<file path="src/rtl/flowing_lights_sequencer_if.sv">
// Board-side signal bundle for the flowing-lights sequencer: button/switch
// inputs towards the sequencer and the LED drive/status coming back.
interface flowing_lights_sequencer_if;
  logic       button;
  logic       clear;
  logic [1:0] freq_set;
  logic [1:0] mode;
  logic [7:0] led;
  logic [2:0] pos;
  logic       dir;
  logic       step;
  logic       active;
  logic       paused;

  modport master (
    output button, clear, freq_set, mode,
    input  led, pos, dir, step, active, paused
  );

  modport slave (
    input  button, clear, freq_set, mode,
    output led, pos, dir, step, active, paused
  );
endinterface

</file>
<file path="src/rtl/flowing_lights_sequencer.sv">
// Flowing-water LED sequencer: debounced start/pause button, IDLE/RUN/PAUSE
// control and a rate-selectable pattern stepper for an 8-LED display.
module flowing_lights_sequencer #(
  parameter int DEB_CYCLES = 2,
  parameter int TICK_BASE  = 4
) (
  input logic                        clk,
  input logic                        rst,
  flowing_lights_sequencer_if.slave  io
);

  localparam int DEB_W = (DEB_CYCLES > 1) ? $clog2(DEB_CYCLES) : 1;
  localparam int PER_W = $clog2(TICK_BASE * 8 + 1);

  typedef enum logic [1:0] {
    S_IDLE,
    S_RUN,
    S_PAUSE
  } state_t;

  localparam logic [1:0] M_LEFT  = 2'b00;
  localparam logic [1:0] M_RIGHT = 2'b01;
  localparam logic [1:0] M_PING  = 2'b10;

  // ---------------------------------------------------------------------
  // Button path: synchronizer, debounce, rising-edge pulse
  // ---------------------------------------------------------------------
  logic             sync1, sync2;
  logic             btn_db, btn_db_q;
  logic [DEB_W-1:0] deb_cnt;
  logic             btn_pulse;

  // NOTE: registers are written with non-blocking assignments so every flop
  // samples the pre-edge value of the others; blocking here would collapse
  // the two synchronizer stages into one.
  always_ff @(posedge clk or negedge rst) begin
    if (!rst) begin
      sync1    <= 1'b0;
      sync2    <= 1'b0;
      btn_db   <= 1'b0;
      btn_db_q <= 1'b0;
      deb_cnt  <= '0;
    end else begin
      sync1    <= io.button;
      sync2    <= sync1;
      btn_db_q <= btn_db;
      if (sync2 == btn_db) begin
        deb_cnt <= '0;
      end else if (deb_cnt == DEB_W'(DEB_CYCLES - 1)) begin
        btn_db  <= sync2;
        deb_cnt <= '0;
      end else begin
        deb_cnt <= deb_cnt + DEB_W'(1);
      end
    end
  end

  assign btn_pulse = btn_db & ~btn_db_q;

  // ---------------------------------------------------------------------
  // Sequencer state
  // ---------------------------------------------------------------------
  state_t           state;
  logic [1:0]       mode_q;
  logic [7:0]       led_q;
  logic [2:0]       pos_q;
  logic             dir_q;
  logic             step_q;
  logic             active_q;
  logic             paused_q;
  logic [PER_W-1:0] tick_cnt;
  logic [PER_W-1:0] period;

  logic [PER_W-1:0] period_sel;
  logic [2:0]       start_pos;
  logic [7:0]       start_led;
  logic [2:0]       nxt_pos;
  logic             nxt_dir;
  logic [7:0]       nxt_led;

  assign period_sel = PER_W'(TICK_BASE) << io.freq_set;
  assign start_pos  = (io.mode == M_RIGHT) ? 3'd7 : 3'd0;
  assign start_led  = (io.mode == 2'b11) ? 8'hFF : (8'h01 << start_pos);

  // Next pattern for one step, evaluated from the mode latched at start.
  always_comb begin
    nxt_pos = pos_q;
    nxt_dir = dir_q;
    nxt_led = ~led_q;
    case (mode_q)
      M_LEFT:  nxt_pos = pos_q + 3'd1;
      M_RIGHT: nxt_pos = pos_q - 3'd1;
      M_PING: begin
        if (!dir_q) begin
          if (pos_q == 3'd7) begin
            nxt_dir = 1'b1;
            nxt_pos = 3'd6;
          end else begin
            nxt_pos = pos_q + 3'd1;
          end
        end else begin
          if (pos_q == 3'd0) begin
            nxt_dir = 1'b0;
            nxt_pos = 3'd1;
          end else begin
            nxt_pos = pos_q - 3'd1;
          end
        end
      end
      default: nxt_pos = pos_q;
    endcase
    if (mode_q != 2'b11) begin
      nxt_led = 8'h01 << nxt_pos;
    end
  end

  always_ff @(posedge clk or negedge rst) begin
    if (!rst) begin
      state    <= S_IDLE;
      mode_q   <= 2'b00;
      led_q    <= 8'h00;
      pos_q    <= 3'd0;
      dir_q    <= 1'b0;
      step_q   <= 1'b0;
      active_q <= 1'b0;
      paused_q <= 1'b0;
      tick_cnt <= '0;
      period   <= PER_W'(TICK_BASE);
    end else begin
      step_q <= 1'b0;
      if (io.clear) begin
        // clear wins over any button event in the same cycle
        state    <= S_IDLE;
        led_q    <= 8'h00;
        pos_q    <= 3'd0;
        dir_q    <= 1'b0;
        active_q <= 1'b0;
        paused_q <= 1'b0;
        tick_cnt <= '0;
      end else begin
        case (state)
          S_IDLE: begin
            if (btn_pulse) begin
              state    <= S_RUN;
              mode_q   <= io.mode;
              pos_q    <= start_pos;
              dir_q    <= 1'b0;
              led_q    <= start_led;
              tick_cnt <= '0;
              period   <= period_sel;
              active_q <= 1'b1;
            end
          end
          S_RUN: begin
            if (btn_pulse) begin
              state    <= S_PAUSE;
              active_q <= 1'b0;
              paused_q <= 1'b1;
            end else if (tick_cnt == period - PER_W'(1)) begin
              // rate changes are picked up only here, at a step boundary
              tick_cnt <= '0;
              period   <= period_sel;
              step_q   <= 1'b1;
              pos_q    <= nxt_pos;
              dir_q    <= nxt_dir;
              led_q    <= nxt_led;
            end else begin
              tick_cnt <= tick_cnt + PER_W'(1);
            end
          end
          S_PAUSE: begin
            if (btn_pulse) begin
              state    <= S_RUN;
              tick_cnt <= '0;
              period   <= period_sel;
              active_q <= 1'b1;
              paused_q <= 1'b0;
            end
          end
          default: state <= S_IDLE;
        endcase
      end
    end
  end

  assign io.led    = led_q;
  assign io.pos    = pos_q;
  assign io.dir    = dir_q;
  assign io.step   = step_q;
  assign io.active = active_q;
  assign io.paused = paused_q;

endmodule

</file>
<file path="src/flat_wrapper.sv">
// flat-port wrapper written by rule: the top's interface ports become plain ports
module flowing_lights_sequencer_flat 
#(
  parameter int DEB_CYCLES = 2,
  parameter int TICK_BASE  = 4
)
  (clk, rst, io_button, io_clear, io_freq_set, io_mode, io_led, io_pos, io_dir, io_step, io_active, io_paused);
  flowing_lights_sequencer_if io_i ();
  input logic clk;
  input logic rst;
  input wire logic [$bits(io_i.button)-1:0] io_button;
  input wire logic [$bits(io_i.clear)-1:0] io_clear;
  input wire logic [$bits(io_i.freq_set)-1:0] io_freq_set;
  input wire logic [$bits(io_i.mode)-1:0] io_mode;
  output wire logic [$bits(io_i.led)-1:0] io_led;
  output wire logic [$bits(io_i.pos)-1:0] io_pos;
  output wire logic [$bits(io_i.dir)-1:0] io_dir;
  output wire logic [$bits(io_i.step)-1:0] io_step;
  output wire logic [$bits(io_i.active)-1:0] io_active;
  output wire logic [$bits(io_i.paused)-1:0] io_paused;
  assign io_i.button = io_button;
  assign io_i.clear = io_clear;
  assign io_i.freq_set = io_freq_set;
  assign io_i.mode = io_mode;
  assign io_led = io_i.led;
  assign io_pos = io_i.pos;
  assign io_dir = io_i.dir;
  assign io_step = io_i.step;
  assign io_active = io_i.active;
  assign io_paused = io_i.paused;
  flowing_lights_sequencer #(.DEB_CYCLES(DEB_CYCLES), .TICK_BASE(TICK_BASE)) u_core (.clk(clk), .rst(rst), .io(io_i));
endmodule
</file>
<file path="config.mk">
export PLATFORM = sky130hd
export DESIGN_NAME = flowing_lights_sequencer_flat
export DESIGN_NICKNAME = d
export VERILOG_FILES = /design/src/rtl/flowing_lights_sequencer_if.sv /design/src/rtl/flowing_lights_sequencer.sv /design/src/flat_wrapper.sv
export SDC_FILE = /design/constraint.sdc
export NUM_CORES = 1
export LEC_CHECK = 0
export ABC_AREA = 1
export BUFFER_PORTS_ARGS = -buffer_cell sky130_fd_sc_hd__buf_2
export CORE_ASPECT_RATIO = 1.1
export CORE_UTILIZATION = 58
export CTS_CLUSTER_SIZE = 16
export DETAILED_ROUTE_END_ITERATION = 12
export PLACE_DENSITY = 0.82
export SYNTH_ARGS = -nofsm -noshare
export SYNTH_HDL_FRONTEND = slang
export SYNTH_SLANG_ARGS = --single-unit
</file>
<file path="constraint.sdc">
create_clock -name clk -period 2.67 [get_ports clk]
set_input_delay 0.267 -clock clk [delete_from_list [all_inputs] [get_ports clk]]
set_output_delay 0.267 -clock clk [all_outputs]
set_load 0.02 [all_outputs]
</file>
==> results of run 1 <==
## layout make-up
type | instances | area [sq um] | area share [%]
inverter | 45 | 169 | 7.33
tap | 48 | 60.1 | 2.61
multi-input combinational | 197 | 1040 | 45.2
clock buffer | 7 | 55.1 | 2.39
clock inverter | 1 | 5.00 | 0.217
timing repair buffer | 23 | 120 | 5.21
sequential | 34 | 852 | 37.0
## power by group
part | leakage [nW] | internal, mW | switching (mW) | total, mW
Clock | 0.0353 | 0.127 | 0.169 | 0.296
Sequential | 0.446 | 0.682 | 0.158 | 0.840
Combinational | 0.729 | 0.447 | 0.904 | 1.35
## metrics by stage
step	hold slack, ps	std cells	total power, mW	instance area [sq um]	utilization [%]
6_report	28.1	355	2.49	2300	68.0
5_1_grt	9.29	355	2.72	2300	68.0
4_1_cts	12.2	355	2.49	2300	68.0
3_5_place_dp	342	346	2.19	2230	66.0
3_3_place_gp	338	346	2.15	2230	66.0
2_1_floorplan	-28.6	279	1.88	2080	-
## critical path, stage by stage (launching register included)
cell,delay [ps]
sky130_fd_sc_hd__dfstp_2,550
sky130_fd_sc_hd__inv_1,70
sky130_fd_sc_hd__ha_1,300
sky130_fd_sc_hd__nand2_1,80
sky130_fd_sc_hd__clkinv_1,60
sky130_fd_sc_hd__nor2_1,90
sky130_fd_sc_hd__nand3_1,90
sky130_fd_sc_hd__nor2_2,140
sky130_fd_sc_hd__nand3_2,110
sky130_fd_sc_hd__nand2_4,110
sky130_fd_sc_hd__nand2_4,130
sky130_fd_sc_hd__nor2_1,130
sky130_fd_sc_hd__a21oi_1,70
## state kept, by name (all words and copies together) (netlist names)
register and cells:
u_core.sync1 1, u_core.io.pos 3, u_core.io.active 1, u_core.io.paused 1, u_core.io.step 1, u_core.tick_cnt 6
u_core.period 4, u_core.io.dir 1, u_core.state 2, u_core.sync2 1, u_core.btn_db 1, u_core.mode_q 2
u_core.deb_cnt 1, u_core.btn_db_q 1, u_core.io.led 8
## cell families after synthesis
group,synth area share (%)
buffers and inverters,9.12
flip-flops,40.9
adder cells (fa/ha/maj),4.80
XOR/XNOR,3.36
AO/OA/AOI/OAI,12.0
AND/OR/NAND/NOR,29.8
## final timing paths
check	slack [ps]	depth (start not counted)	end
max	640	12	u_core.io.led[7]$_DFFE_PN0P_
min	30	1	u_core.sync1$_DFF_PN0_
max reg2reg	640	12	u_core.io.led[7]$_DFFE_PN0P_
min reg2reg	360	0	u_core.sync2$_DFF_PN0_
max in group asynchronous	1690	2	u_core.io.led[4]$_DFFE_PN0P_
min in group asynchronous	510	2	u_core.io.led[5]$_DFFE_PN0P_
## cells in the final DEF (no fill, tap or decap), drive strengths merged
master and count:
nand3 20, nor2 34, buf 22, or2 1, dlygate4sd3 1, inv 44, nor3 3, ha 8
clkinv 2, o31ai 3, o22ai 4, xor2 5, clkbuf 7, a21oi 8, dfstp 1, xnor2 3
a32o 1, dfrtp 33, nand4 1, o211ai 2, nand2 81, o21ai 23
## metal layers
| metal | share of wire [%] | routed length [um] | vias up |
|---|---|---|---|
| met2 | 46 | 1850 | 44 |
| met1 | 49 | 1970 | 799 |
| met3 | 4.0 | 163 | 8 |
| met5 | 0 | 0 | - |
| li1 | - | - | 942 |
| met4 | 1.8 | 74 | 0 |
==> impl_summary.log, run 1 <==
INFO  metric grt_pass1_vias = 1666
INFO  metric routabilityCongestion = 0.809
INFO  metric worst_skew_pair.late_latency = 340 ps
INFO  metric postSynth.topFlopCell = sky130_fd_sc_hd__dfrtp_1
INFO  metric post_drt_wl_per_cell = 11.5 um
INFO  metric grtUsageMet1 = 31.2%
INFO  metric grt_max_degree = 35
INFO  metric post-route-worst-setup-slack = 641 ps
INFO  metric top_usage_layer = met2
INFO  metric top_level_ports = 23
INFO  metric post-cts-setup-buffers = 0
INFO  metric postCtsHoldBufs = 1
INFO  metric grtUsageTotal = 24.5%
INFO  metric critPathMaxFanout = 16
INFO  metric fp.coreArea = 3390 sq um
INFO  metric drc = 0
INFO  metric maxCapViolCount = 0
INFO  metric vias = 1793
INFO  metric critical_path.startpoint_type = flip-flop
INFO  metric port_buffers = 22
INFO  metric outcome = complete, no violations
INFO  metric floorplan.initialDensity = 61.6%
INFO  metric syn-num-nets = 295
INFO  metric grt_setup_unrepaired = false
INFO  metric synth_edf_count = 0
INFO  metric die_width = 59.2 um
INFO  metric drt-vias-per-instance = 5.05
INFO  metric clockBufferDepth = 2
INFO  metric fmaxAchievable = 493 MHz
INFO  metric finalCriticalPeriod = 2030 ps
INFO  metric floorplan.die.height = 64.9 um
INFO  metric post_synth_main_area_contributors = sky130_fd_sc_hd__dfrtp_1 40%, sky130_fd_sc_hd__nand2_1 13%, sky130_fd_sc_hd__inv_1 6.3%
INFO  metric leading_cell_types_by_count_after_synthesis = 74 x sky130_fd_sc_hd__nand2_1, 35 x sky130_fd_sc_hd__inv_1, 33 x sky130_fd_sc_hd__dfrtp_1
INFO  metric tritonroute_pass_1_iters = 4
INFO  metric groute.layer.met2.usage = 38.5%
INFO  metric worst-endpoint-required = 2910 ps
INFO  metric power_density = 1080 nW/um^2
INFO  metric cts_tree = yes
INFO  metric antenna_nets_post_route = 0
INFO  metric worst-slew-pin-transition = 726 ps
INFO  metric synth_sequential_area_ratio = 40.9%
INFO  metric dp_worst_slack = 655 ps
INFO  metric path_class = flip-flop to flip-flop
INFO  metric postSynthAreaPerCell = 7.47 sq um
INFO  metric clk_pin_slew = 110 ps
INFO  metric async_reset_ff_share = 100%
INFO  metric slew_headroom = 51.6%
INFO  metric finalClockSkew = 10.6 ps
INFO  metric final_worst_path_cycle_share = 76.0%
INFO  metric cp.arrival = 2270 ps
INFO  metric clock_sink_count = 34
INFO  metric insertedDiodeCount = 0
INFO  metric synth_cell_types = 31
INFO  metric syn-instance-count = 279
INFO  metric hp-start = io_button
INFO  metric overall_routed_net_length = 4070 um
INFO  metric cts_root_cell = sky130_fd_sc_hd__clkbuf_4
INFO  metric syn-cell-area = 2080 sq um
INFO  metric cts_repair_resize_count = 0
INFO  metric final_layout_size_suffix_gt1_share = 18.6%
INFO  metric netlist.top_cell.by_area = sky130_fd_sc_hd__dfrtp_1
INFO  metric cts_max_level = 2
INFO  metric flow.area_growth_from_synthesis = 10.5%
INFO  metric proportion_of_netlist_area_held_by_the_largest_area_contributor = 39.6%
INFO  metric setup_viol = 0
INFO  metric p_leak = 1.21 nW
INFO  metric grt_pass1_wl = 6970 um
INFO  metric fill_cells = 301
INFO  metric crit-reg2reg-launch = u_core.period[2]$_DFFE_PN1P_
INFO  metric grtUsageMet3 = 5.39%
INFO  metric grt_overflow = 0
INFO  metric num_rows = 22
INFO  metric report.final.slew_viol_count = 0
INFO  metric detail_route.iter0.violations = 73
INFO  metric yosys.cell_count.top_type = sky130_fd_sc_hd__nand2_1
INFO  metric floorplan.die_area = 3840 sq um
INFO  metric vdd_drop_max = 0.473 mV
INFO  metric setup.worst_path.end_class = flip-flop
INFO  metric yosysWarnings = 0
INFO  metric final_hold_viol_count = 0
INFO  metric cts_made_buffers = 5
INFO  metric fin_nets = 322
INFO  metric half_perimeter_wire_length_of_the_detailed_placement_result = 3020 um
INFO  metric hp-class = input pin to flip-flop
INFO  metric timing.setup.tns = 0 ps
INFO  metric worst_setup_path_startpoint = u_core.period[2]$_DFFE_PN1P_
INFO  metric postSynthRegisterBits = 34
INFO  metric antenna_found_initial = 0
Note: power is estimated with default switching activity, not from simulation.
==> inputs of run 2 (changes only) <==
Settings changed: ABC_AREA 1 to 0, CORE_UTILIZATION 58 to 52, PLACE_DENSITY 0.82 to 0.78.
Clock period 2.67 ns to 1.69 ns, I/O delays scaled along.
==> run 2 against run 1 <==
Compared with the run above:
- the run now ends with negative setup slack left
- via count increased by 14%
- synthesized cell count decreased by 23%
- setup slack got worse by 1100 ps
- combinational power increased by 130%
- cell area increased by 29%
- die area increased by 7.7%
- final cell count decreased by 1.7%
- critical path depth decreased by 5
- global-route usage increased by 6.0 points
- non-clock buffer count increased by 59
- worst hold slack improved by 97 ps
- clock skew decreased by 3.5 ps
- largest power group unchanged
- highest routed layer unchanged
==> impl_summary.log, run 2 <==
INFO  metric worstPathCellList = inv_2 -> ha_4 -> xnor3_1 -> nand3_2 -> or3_4 -> a21oi_4 -> mux2_4 (was inv_1 -> ha_1 -> nand2_1 -> clkinv_1 -> nor2_1 -> nand3_1 -> nor2_2 -> nand3_2 -> nand2_4 -> nand2_4 -> nor2_1 -> a21oi_1)
INFO  metric half_perimeter_wire_length_of_the_detailed_placement_result = 3660 um (was 3020 um)
INFO  metric p_leak = 1.39 nW (was 1.21 nW)
INFO  metric synth_edf_count = 0 (unchanged)
INFO  metric regToRegSetupSlack = -500 ps (was 640 ps)
INFO  metric maxCapViolCount = 0 (unchanged)
INFO  metric final_hold_viol_count = 0 (unchanged)
INFO  metric syn-instance-count = 216 (was 279)
INFO  metric worst_skew_pair.late_latency = 300 ps (was 340 ps)
INFO  metric slew_headroom = 60.5% (was 51.6%)
INFO  metric grt_pass1_vias = 2039 (was 1666)
INFO  metric finalClockSkew = 7.13 ps (was 10.6 ps)
INFO  metric cts_root_cell = sky130_fd_sc_hd__clkbuf_8 (was sky130_fd_sc_hd__clkbuf_4)
INFO  metric flow.area_growth_from_synthesis = 46.8% (was 10.5%)
INFO  metric die_width = 61.4 um (was 59.2 um)
INFO  metric dp_worst_slack = -432 ps (was 655 ps)
INFO  metric port_buffers = 22 (unchanged)
INFO  metric path_class = flip-flop to flip-flop (unchanged)
INFO  metric netlist.top_cell.by_area = sky130_fd_sc_hd__dfrtp_1 (unchanged)
INFO  metric fmaxAchievable = 457 MHz (was 493 MHz)
INFO  metric synth_cell_types = 45 (was 31)
INFO  metric async_reset_ff_share = 100% (unchanged)
INFO  metric drt-vias-per-instance = 5.84 (was 5.05)
INFO  metric worst_hold_path.endpoint = u_core.mode_q[1]$_DFFE_PN0P_ (was u_core.sync1$_DFF_PN0_)
INFO  metric critPathMaxFanout = 4 (was 16)
INFO  metric most_frequent_cells_in_the_layout = 49 x sky130_fd_sc_hd__buf_4, 31 x sky130_fd_sc_hd__dfrtp_1, 22 x sky130_fd_sc_hd__buf_2 (was 74 x sky130_fd_sc_hd__nand2_1, 35 x sky130_fd_sc_hd__inv_1, 33 x sky130_fd_sc_hd__dfrtp_1)
INFO  metric synth_sequential_area_ratio = 42.2% (was 40.9%)
INFO  metric hp-start = io_mode[1] (was io_button)
INFO  metric placedInstanceArea = 2620 sq um (was 2230 sq um)
INFO  metric floorplan.die_area = 4130 sq um (was 3840 sq um)
INFO  metric critical_path.startpoint_type = flip-flop (unchanged)
INFO  metric overall_routed_net_length = 5960 um (was 4070 um)
INFO  metric crit-reg2reg-launch = u_core.period[2]$_DFFE_PN1P_ (unchanged)
INFO  metric clk_pin_slew = 70 ps (was 110 ps)
INFO  metric worst_setup_path_startpoint = u_core.period[2]$_DFFE_PN1P_ (unchanged)
INFO  metric antenna_nets_post_route = 0 (unchanged)
INFO  metric tritonroute_pass_1_iters = 5 (was 4)
INFO  metric insertedDiodeCount = 0 (unchanged)
INFO  metric grt_max_degree = 19 (was 35)
INFO  metric grt_pass1_wl = 9020 um (was 6970 um)
INFO  metric clock_sink_count = 34 (unchanged)
INFO  metric grtUsageTotal = 30.5% (was 24.5%)
INFO  metric timing.critical_path.slowest_stage_cell = sky130_fd_sc_hd__dfstp_2 (unchanged)
INFO  metric routabilityCongestion = 0.837 (was 0.809)
INFO  metric drc = 0 (unchanged)
INFO  metric clockBufferDepth = 2 (unchanged)
INFO  metric final_worst_path_cycle_share = 130% (was 76.0%)
INFO  metric yosysWarnings = 0 (unchanged)
INFO  metric fin_nets = 314 (was 322)
INFO  metric postSynthAreaPerCell = 9.34 sq um (was 7.47 sq um)
INFO  metric top_level_ports = 23 (unchanged)
INFO  metric failing_checks = negative setup slack
INFO  metric floorplan.die.height = 67.3 um (was 64.9 um)
INFO  metric postSynth.topFlopCell = sky130_fd_sc_hd__dfrtp_1 (unchanged)
INFO  metric post-route-worst-setup-slack = -499 ps (was 641 ps)
INFO  metric hp-class = input pin to flip-flop (unchanged)
INFO  metric worst-slew-pin-transition = 588 ps (was 726 ps)
INFO  metric leading_cell_types_by_count_after_synthesis = 33 x sky130_fd_sc_hd__dfrtp_1, 17 x sky130_fd_sc_hd__nor2_1, 17 x sky130_fd_sc_hd__o21ai_0 (was 74 x sky130_fd_sc_hd__nand2_1, 35 x sky130_fd_sc_hd__inv_1, 33 x sky130_fd_sc_hd__dfrtp_1)
INFO  metric cts_made_buffers = 5 (unchanged)
INFO  metric total_power = 5.09 mW (was 2.49 mW)
INFO  metric antenna_found_initial = 0 (unchanged)
INFO  metric floorplan.initialDensity = 54.8% (was 61.6%)
INFO  metric setup_viol = 22 (was 0)
INFO  metric syn-cell-area = 2020 sq um (was 2080 sq um)
INFO  metric worst-endpoint-required = 1880 ps (was 2910 ps)
INFO  metric setup.worst_path.end_class = flip-flop (unchanged)
INFO  metric grt_overflow = 0 (unchanged)
INFO  metric finalCriticalPeriod = 2190 ps (was 2030 ps)
INFO  metric grt_setup_unrepaired = true (was false)
INFO  metric cts_max_level = 2 (unchanged)
INFO  metric vdd_drop_max = 1.08 mV (was 0.473 mV)
INFO  metric yosys.cell_count.top_type = sky130_fd_sc_hd__dfrtp_1 (was sky130_fd_sc_hd__nand2_1)
INFO  metric timing.critical_path.slowest_cell_delay = 550 ps (about the same)
INFO  metric final_layout_size_suffix_gt1_share = 44.1% (was 18.6%)
INFO  metric report.final.slew_viol_count = 0 (unchanged)
INFO  metric worstRegToRegCells = 7 (was 12)
INFO  metric proportion_of_netlist_area_held_by_the_largest_area_contributor = 40.9% (was 39.6%)
INFO  metric final_cell_area = 2960 sq um (was 2300 sq um)
INFO  metric cts_tree = yes (unchanged)
INFO  metric min_delay_path_depth = 3 (was 1)
INFO  metric num_rows = 23 (was 22)
INFO  metric vias = 2037 (was 1793)
INFO  metric detail_route.iter0.violations = 190 (was 73)
INFO  metric finish.utilization = 80.4% (was 68.0%)
INFO  metric rr_endpoint = u_core.period[4]$_DFFE_PN0P_ (was u_core.io.led[7]$_DFFE_PN0P_)
INFO  metric outcome = complete, but fails checks (was complete, no violations)
INFO  metric post_synth_main_area_contributors = sky130_fd_sc_hd__dfrtp_1 41%, sky130_fd_sc_hd__ha_1 5.0%, sky130_fd_sc_hd__o21ai_0 4.2% (was sky130_fd_sc_hd__dfrtp_1 40%, sky130_fd_sc_hd__nand2_1 13%, sky130_fd_sc_hd__inv_1 6.3%)
INFO  metric postSynthRegisterBits = 34 (unchanged)
INFO  metric cp.arrival = 2370 ps (was 2270 ps)
INFO  metric syn-num-nets = 232 (was 295)
INFO  metric fp.coreArea = 3680 sq um (was 3390 sq um)
INFO  metric post_drt_wl_per_cell = 17.1 um (was 11.5 um)
INFO  metric layout_commonest_cell = sky130_fd_sc_hd__buf_4 (was sky130_fd_sc_hd__nand2_1)
INFO  metric max_ffs_per_register = 8 (unchanged)
INFO  metric power_density = 1720 nW/um^2 (was 1080 nW/um^2)
[run 2: cell count changes in the layout (fill, tap and decap cells not counted), moves of 8 or more]
cell and change:
sky130_fd_sc_hd__buf_4 +49, sky130_fd_sc_hd__inv_1 -23, sky130_fd_sc_hd__inv_2 -8, sky130_fd_sc_hd__nand2_1 -58
sky130_fd_sc_hd__nand3_1 -14, sky130_fd_sc_hd__nor2_1 -14, sky130_fd_sc_hd__o21ai_1 -9
[run 2: worst max path at each step]
stage | endpoint
after floorplan | u_core.period[4]$_DFFE_PN0P_
after global placement | u_core.period[4]$_DFFE_PN0P_
after detailed placement | u_core.io.led[1]$_DFFE_PN0P_
after CTS | u_core.period[4]$_DFFE_PN0P_
after global routing | u_core.period[4]$_DFFE_PN0P_
final | u_core.period[4]$_DFFE_PN0P_
[run 2: logic make-up (layout without fill, tap and decap cells)]
logic type / count (synthesis) / after routing / share of synthesized area, %
AOI/OAI and AO/OA: 65 / 65 / 21.8
DFF: 34 / 34 / 42.2
muxes: 7 / 7 / 3.72
adders and majority gates: 8 / 8 / 4.96
buffers and inverters: 20 / 103 / 4.09
and+or+nand+nor: 74 / 74 / 19.0
xor gates and xnor gates: 8 / 8 / 4.16
[run 2: worst max-delay path: cells and delay by family (launching register included)]
kind | cells | cell delay, ps
buf+inv | 1 | 50
xor+xnor | 1 | 230
mux | 1 | 310
flops | 1 | 550
compound gates | 1 | 220
simple gates | 2 | 570
fa+ha+maj | 1 | 140
[run 2: routing by layer]
metal	up-vias	part of all wire, %	wire [um]	GRT usage, %
li1	945	-	-	-
met1	971	39	2320	32.8
met2	100	52	3100	53.0
met3	21	5.1	304	6.90
met4	0	3.8	224	19.4
met5	-	0	0	0
[run 2: final cells by class]
class / count / area, sq um
flip-flops and latches: 34 / 855
clock inverters: 1 / 5.00
inverters: 13 / 48.8
fillers: 250 / 723
clock buffers: 7 / 86.3
multi-input cells: 162 / 1290
well taps: 50 / 62.6
repair buffers: 82 / 612
[run 2: through the flow]
step | instances | setup TNS [ps] | hold slack, ps
4_1_cts | 349 | -6710 | 129
3_5_place_dp | 332 | -6780 | 126
6_report | 349 | -8400 | 125
5_1_grt | 349 | -9680 | 149
2_1_floorplan | 216 | -5480 | -127
3_3_place_gp | 332 | -5910 | 122
[run 2: where the power goes]
part | total [mW] | switching, mW | internal (mW)
logic | 3.16 | 1.76 | 1.40
registers | 1.30 | 0.233 | 1.07
clock network | 0.627 | 0.298 | 0.328
[run 2: repair_timing]
action	in CTS	in global routing
pin swaps	11	11
setup buffers	7	2
resized for setup	26	13
hold buffers	2	0
endpoints found under the hold margin	17	0
setup endpoints to repair	22	23
